--- config.mk ---
export PLATFORM = sky130hd
export DESIGN_NAME = data_mem_mmio
export DESIGN_NICKNAME = d
export VERILOG_FILES = /design/src/rtl/data_mem_mmio_pkg.sv /design/src/rtl/mmio_timer.sv /design/src/rtl/data_mem_mmio.sv
export SDC_FILE = /design/constraint.sdc
export NUM_CORES = 2
export LEC_CHECK = 0
export ABC_CLOCK_PERIOD_IN_PS = 2500
export BUFFER_PORTS_ARGS = -buffer_cell sky130_fd_sc_hd__buf_2
export CELL_PAD_IN_SITES_DETAIL_PLACEMENT = 0
export CELL_PAD_IN_SITES_GLOBAL_PLACEMENT = 1
export CORE_ASPECT_RATIO = 1.1
export CORE_MARGIN = 8
export CORE_UTILIZATION = 46
export DETAILED_ROUTE_END_ITERATION = 16
export PLACE_DENSITY = 0.67
export SLEW_MARGIN = 20
export SYNTH_ARGS = -nofsm -noshare
export SYNTH_HDL_FRONTEND = slang
export SYNTH_HIERARCHICAL = 1
export SYNTH_SLANG_ARGS = --single-unit
--- constraint.sdc ---
create_clock -name CLK -period 2.5 [get_ports CLK]
set_input_delay 0.375 -clock CLK [delete_from_list [all_inputs] [get_ports CLK]]
set_output_delay 0.375 -clock CLK [all_outputs]
set_load 0.02 [all_outputs]
--- src/rtl/data_mem_mmio_pkg.sv ---
// Shared definitions for the memory-stage data memory and its peripheral window.
package data_mem_mmio_pkg;

    localparam int unsigned WORD_W = 32;

    localparam logic [7:0] OFF_GPIO_OUT   = 8'h00;
    localparam logic [7:0] OFF_GPIO_IN    = 8'h04;
    localparam logic [7:0] OFF_CYCLE      = 8'h08;
    localparam logic [7:0] OFF_TIMER_LOAD = 8'h0C;
    localparam logic [7:0] OFF_TIMER_CNT  = 8'h10;
    localparam logic [7:0] OFF_TIMER_STAT = 8'h14;

    localparam int unsigned STAT_EXPIRED = 0;
    localparam int unsigned STAT_RUNNING = 1;

    typedef enum logic {
        T_IDLE,
        T_RUN
    } timer_state_e;

endpackage

--- src/rtl/mmio_timer.sv ---
// One-shot countdown timer with a sticky expired flag (write-1-to-clear).
module mmio_timer
    import data_mem_mmio_pkg::*;
(
    input  logic              clk_i,
    input  logic              rst_ni,
    input  logic              load_i,
    input  logic              clr_i,
    input  logic [WORD_W-1:0] wdata_i,
    output logic [WORD_W-1:0] load_o,
    output logic [WORD_W-1:0] cnt_o,
    output logic              expired_o,
    output logic              running_o
);

    timer_state_e      state_q;
    logic [WORD_W-1:0] cnt_q;
    logic [WORD_W-1:0] load_q;
    logic              expired_q;

    // A load overrides both the decrement and expiry; expiry beats a clear.
    always_ff @(posedge clk_i or negedge rst_ni) begin
        if (!rst_ni) begin
            state_q   <= T_IDLE;
            cnt_q     <= '0;
            load_q    <= '0;
            expired_q <= 1'b0;
        end else if (load_i) begin
            load_q  <= wdata_i;
            cnt_q   <= wdata_i;
            state_q <= (wdata_i != '0) ? T_RUN : T_IDLE;
            if (clr_i) expired_q <= 1'b0;
        end else if (state_q == T_RUN) begin
            if (cnt_q == WORD_W'(1)) begin
                cnt_q     <= '0;
                expired_q <= 1'b1;
                state_q   <= T_IDLE;
            end else begin
                cnt_q <= cnt_q - WORD_W'(1);
                if (clr_i) expired_q <= 1'b0;
            end
        end else if (clr_i) begin
            expired_q <= 1'b0;
        end
    end

    assign load_o    = load_q;
    assign cnt_o     = cnt_q;
    assign expired_o = expired_q;
    assign running_o = (state_q == T_RUN);

endmodule

--- src/rtl/data_mem_mmio.sv ---
// Memory-stage data RAM plus GPIO / cycle counter / timer peripheral window.
module data_mem_mmio
    import data_mem_mmio_pkg::*;
#(
    parameter int unsigned DEPTH     = 64,
    parameter logic [31:0] MMIO_BASE = 32'hFFFF_FF00
) (
    input  logic        CLK,
    input  logic        RST,
    input  logic [31:0] ALUOut,
    input  logic [31:0] WriteData,
    input  logic        MemWrite,
    output logic [31:0] ReadData,
    input  logic [31:0] gpio_in,
    output logic [31:0] gpio_out,
    output logic        timer_irq
);

    localparam int unsigned AW = $clog2(DEPTH);

    logic [WORD_W-1:0] mem [DEPTH];
    logic [WORD_W-1:0] gpio_out_q;
    logic [WORD_W-1:0] sync1_q;
    logic [WORD_W-1:0] sync2_q;
    logic [WORD_W-1:0] cycle_q;

    logic              is_ram;
    logic              is_mmio;
    logic [AW-1:0]     ram_idx;
    logic [7:0]        off_w;
    logic              mmio_we;
    logic [WORD_W-1:0] t_load;
    logic [WORD_W-1:0] t_cnt;
    logic              t_expired;
    logic              t_running;
    logic              unused_addr_bits;

    // Byte lanes are ignored: every access is a full word.
    assign is_ram           = (ALUOut[31:AW+2] == '0);
    assign is_mmio          = (ALUOut[31:8] == MMIO_BASE[31:8]);
    assign ram_idx          = ALUOut[AW+1:2];
    assign off_w            = {ALUOut[7:2], 2'b00};
    assign mmio_we          = MemWrite && is_mmio;
    assign unused_addr_bits = &{1'b0, ALUOut[1:0]};

    // RAM contents survive reset.
    always_ff @(posedge CLK) begin
        if (MemWrite && is_ram) mem[ram_idx] <= WriteData;
    end

    always_ff @(posedge CLK or negedge RST) begin
        if (!RST) begin
            gpio_out_q <= '0;
            sync1_q    <= '0;
            sync2_q    <= '0;
            cycle_q    <= '0;
        end else begin
            sync1_q <= gpio_in;
            sync2_q <= sync1_q;
            cycle_q <= cycle_q + WORD_W'(1);
            if (mmio_we && off_w == OFF_GPIO_OUT) gpio_out_q <= WriteData;
        end
    end

    mmio_timer u_timer (
        .clk_i     (CLK),
        .rst_ni    (RST),
        .load_i    (mmio_we && off_w == OFF_TIMER_LOAD),
        .clr_i     (mmio_we && off_w == OFF_TIMER_STAT && WriteData[STAT_EXPIRED]),
        .wdata_i   (WriteData),
        .load_o    (t_load),
        .cnt_o     (t_cnt),
        .expired_o (t_expired),
        .running_o (t_running)
    );

    // Combinational load path; out-of-window addresses read zero.
    always_comb begin
        ReadData = '0;
        if (is_ram) begin
            ReadData = mem[ram_idx];
        end else if (is_mmio) begin
            case (off_w)
                OFF_GPIO_OUT:   ReadData = gpio_out_q;
                OFF_GPIO_IN:    ReadData = sync2_q;
                OFF_CYCLE:      ReadData = cycle_q;
                OFF_TIMER_LOAD: ReadData = t_load;
                OFF_TIMER_CNT:  ReadData = t_cnt;
                OFF_TIMER_STAT: begin
                    ReadData[STAT_EXPIRED] = t_expired;
                    ReadData[STAT_RUNNING] = t_running;
                end
                default:        ReadData = '0;
            endcase
        end
    end

    assign gpio_out  = gpio_out_q;
    assign timer_irq = t_expired;

endmodule

# [Yosys cells after proc, flatten, opt, wreduce, memory -nomap -nowiden]
# Memory sizes are Yosys's and may differ from the RTL's.
# Cells that the tools add are included.
[op_classes] n_addsub=2 eq_ne=7 muxes=17 n_reduce_logical=10
[op_table] cell="32-bit 2-to-1 mux" n=5
[op_table] cell="30-bit one-hot mux with 5 select lines" n=1
[op_table] cell="32-bit by 1-bit adder with 32-bit output, second input constant" n=1
[op_table] cell="32-bit by 1-bit == test with 1-bit output, second input constant" n=1
[op_table] cell="32-bit nonzero test" n=1
[op_table] cell="32-bit by 1-bit subtractor with 32-bit output, second input constant" n=1
[op_table] cell="24-bit == test, second input constant" n=1
[op_table] cell="24-bit logical NOT" n=1
[op_table] cell="6-bit by 2-bit == test with 1-bit output, second input constant" n=2
[op_table] cell="6-bit by 3-bit == test with 1-bit output, second input constant" n=2
[op_table] cell="2-bit one-hot mux with 6 select lines" n=1
[op_table] cell="1-bit 2-to-1 mux" n=10
[op_table] cell="8-bit logical NOT" n=1
[op_table] cell="6-bit by 1-bit == test with 1-bit output, second input constant" n=1
[op_table] cell="1-bit logical AND" n=6
[op_table] cell="2-bit nonzero test" n=1
[word_totals] regBits=194 mem_bits_rw=2048 output_inout_bits=65 word_cells=45 n_memories=1
[mem_list] memory="mem" words=64 width=32 read_ports=1 rd_ports_with_merged_regs=0 write_ports=1 line="data_mem_mmio.sv:21" text="logic [WORD_W-1:0] mem [DEPTH];"

# [Longest topological paths before layout]
[depth] depth_word=8 mapped_depth=12 ltp_nobuf=8

# [Cells and area by module]
# The synthesis kept the hierarchy.
[by_module_without_submodules] mod="data_mem_mmio" instances=1 cells_per_inst=3928 area_each_um2=84008.1
[by_module_without_submodules] mod="mmio_timer" instances=1 cells_per_inst=355 area_each_um2=3384.5

# [Worst setup path before layout]
# Ideal clock, no wire load.
[synth_path] kind="input to register" startpoint="input ALUOut[6]" endpoint="memory mem[24][0] (enable)" setup_ns=0.501 t_arrival_ns=4.576 slack_ns=-2.577 cell_stages=6 path_cell_list="clkbuf_1 and2_1 clkbuf_1 clkbuf_1 nand2_1 nor4_1"
[synth_lines] item="start: declaration" line="data_mem_mmio.sv:10" text="input logic [31:0] ALUOut,"
[synth_lines] item="end: declaration" line="data_mem_mmio.sv:21"
# No word-level cell before the write port.

# [Worst setup path after layout]
[layout_path] startpoint="memory mem[8][12]" endpoint="output ReadData[12]"
[layout_between] elab_chain_cells=2
[layout_lines] item="memory read 64 x 32 bit"
[layout_lines] item="32-bit 2-to-1 mux" line="data_mem_mmio.sv:80" text="if (is_ram) begin"
[layout_lines] item="end: declaration" line="data_mem_mmio.sv:13" text="output logic [31:0] ReadData,"
# Every way passes these cells.

==> run summary <==
Die width: 432 um
Fin crit period: 3.59 ns
Die H: 473 um
Clock power frac: 0.409
Detailed-route via count: 47100
Global placer's final weighted congestion: 0.861
Net switching power: 16.1 mW
Fin. Hold Viols: 0
H-tree levels: 4
WS Path Type: register to output pin
Hold Crit Class: input port to asynchronous set/reset pin
Max cap viols: 0
1st-iter DRT viols: 5525
WP data arrival: 3.22 ns
Via density: 6.00
Register Area: 66400 sq um
TritonCTS clock tree: built
Setup TNS: -26.17 ns
Worst EP required: 2.12 ns
Tcrit/Tclk final: 1.44
Post-DP HPWL: 160 mm
Root Driver: clkbuf_16
1st-pass router iterations: 8
First-pass GRT wire length: 351 mm
Slew @ Worst Pin: 0.925 ns
Cells after Synth: 4283
Yosys top cell area share: 0.704
Crit path capture type: output pin
Cell Int Power: 60.0 mW
Final WS setup: -1.09 ns
GRT Util Overall: 0.240
Post-synth EDFFs: 2048
Overflow after GRT: 0
Num CTS Buffers: 211
Avg WL per Cell: 31.6 um
Worst Clk Skew: 0.0158 ns
Worst hold slack: 0.0837 ns
Vias in the first global route: 47400
P per Cell Area: 718 nW/um^2
Outcome: finished with violations
Rows: 168
Core Box Area: 190000 sq um
Synth cell count leaders: edfxtp_1 (2048), mux4_2 (413), mux2i_1 (229)
Clock buffer depth: 3
FF-to-FF Start: u_timer/cnt_o[1]
Ports: 164
Largest net degree at the start of global routing: 68
Synth Register Bits: 2242
Port Buf Inserts: 161
Synthesized area per cell: 20.4 sq um
Drt drc: 0
Max-slew violation count: 0
Peak supply drop: 685 uV
Yosys top cell by area: edfxtp_1
Clock sink count: 2242
Layout Nets: 5210
Fraction of layout cells with a size suffix above 1: 0.349
Area of the multi-input gates: 20700 sq um
Top_reg_cell synth: edfxtp_1
Ys async rst share: 0.0865
Failing checks: setup timing
Clk pin slew, worst setup/hold paths: 0.06 ns
Post-synthesis sequential area ratio: 0.759
Peak Freq: 0.278 GHz
Post-Syn Nets: 4385
Leak pwr: 35.7 nW
Worst Reg-to-Reg Cells: 9
Seq pwr share: 0.539
Final Cell Area: 106000 sq um
Routed WL: 248 mm
Initial antenna violation count: 21
Reg2Reg Setup Slack: 0.02 ns
YS warnings: 6
Clk_lat worst skew: 0.86 ns
FILL cells: 14400
Switching Fraction: 0.211
Initial core utilization: 0.461
Worst setup SP type: register
Final setup vio count: 32
Combinational share of power: 0.052
Worst r2r dst: u_timer/cnt_o[25]
Total power draw: 76.0 mW
P&R area growth vs syn: 21.2%
Post-DP Area: 98100 sq um
RSZ-0062 raised after global routing: yes
Die area: 204000 sq um
Yosys cell types: 69
Worst Path Max Fanout: 1
Most common cell in the netlist: edfxtp_1
Mapped cell area: 87400 sq um
DRT antenna net count: 0
Max transition margin: 0.384
Synth area leaders: edfxtp_1 (70%), mux4_2 (11%), dfrtp_1 (5.6%), mux2i_1 (2.6%), mux2_2 (2.2%)
## power by group through the flow
| stage | logic (mW) | registers [mW] | clock network [mW] |
|---|---|---|---|
| after floorplan | 1.74 | 41.8 | 0 |
| after global placement | 3.73 | 41.8 | 0 |
| after detailed placement | 3.78 | 41.8 | 0 |
| after CTS | 3.90 | 41.0 | 31.6 |
| after global routing | 4.15 | 41.0 | 32.9 |
| final | 3.93 | 41.0 | 31.1 |
## flip-flops by register name (all words and copies together), names as in the netlist
register           cells
mem                 2048
cycle_q               32
gpio_out              32
sync1_q               32
sync2_q               32
u_timer/cnt_o         32
u_timer/load_o        32
u_timer/expired_o      1
u_timer/running_o      1
## critical path: stages, from the launching register on
cell	delay [ns]
edfxtp_1	0.35
mux4_2	0.26
mux2i_2	0.09
a22oi_2	0.30
nand4_1	0.69
buf_4	0.38
nand4_1	0.12
buf_2	0.18
## area by class of cell
type,instances,area share
diodes,9,0.000213
clock buffers,281,0.0526
clock inverters,113,0.0102
inverters,39,0.00138
multi-input cells,1755,0.195
flip-flops and latches,2242,0.626
well taps,2550,0.0301
repair buffers,859,0.0835
## cell families after synthesis
family,count (synthesis),share of synthesized area
AO/OA/AOI/OAI,457,0.0380
XOR/XNOR,34,0.00341
adder cells (fa/ha/maj),3,0.000430
buffers and inverters,286,0.0153
flip-flops,2242,0.759
multiplexers,842,0.159
AND/OR/NAND/NOR,419,0.0247
## cell usage in the layout, fill, tap and decap left out, drive strengths merged, types with 13 or more instances in the layout
cell type,Yosys,layout
buf,153,819
inv,38,47
a22oi,74,74
mux4,416,416
nand4,79,79
xnor2,24,24
dlygate4sd3,0,38
nor2,95,95
a221o,13,13
a22o,56,56
o21ai,94,94
dfrtp,194,194
bufinv,0,16
nand2,108,108
nor3,23,23
a21o,25,25
a21oi,17,17
nor4,35,35
nand3,23,23
o22ai,64,64
clkinv,1,85
edfxtp,2048,2048
mux2,197,197
o211ai,28,28
mux2i,229,229
a222oi,30,30
clkbuf,94,283
## through the flow
step	std cells	util	setup WS, ns
CTS	7813	0.557	-1.18
global placement	7379	0.517	-1.33
detailed placement	7379	0.517	-1.31
finish	7848	0.559	-1.09
global route	7841	0.559	-1.09
floorplan	4283	-	-0.461
## how the worst max path moves through the flow
stage                   end  slack (ns)  cells after the start        from
6_report       ReadData[12]       -1.09                      7  mem[8][12]
3_5_place_dp    ReadData[2]       -1.31                     10   ALUOut[2]
5_1_grt         ReadData[2]       -1.09                      5  mem[55][2]
2_1_floorplan    mem[44][0]       -0.46                      6   ALUOut[5]
4_1_cts         ReadData[2]       -1.18                      6  mem[15][2]
3_3_place_gp   ReadData[14]       -1.33                     11   ALUOut[2]
## repair_timing
action | in CTS | in global routing
pin swaps | 61 | 34
buffers inserted | 10 | 25
resized for setup | 129 | 33
gates cloned | 0 | 1
hold buffers | 38 | 0
setup endpoints to repair | 33 | 40
endpoints found under the hold margin | 225 | 0
## metal layers
| metal | wire, um | GRT usage | up-vias |
|---|---|---|---|
| met5 | 64 | 0 | - |
| met4 | 8570 | 0.0776 | 10 |
| met3 | 17100 | 0.0325 | 331 |
| met2 | 120000 | 0.395 | 1905 |
| met1 | 102000 | 0.335 | 25200 |
| li1 | - | - | 19600 |
Power figures use the tool's default switching activity.
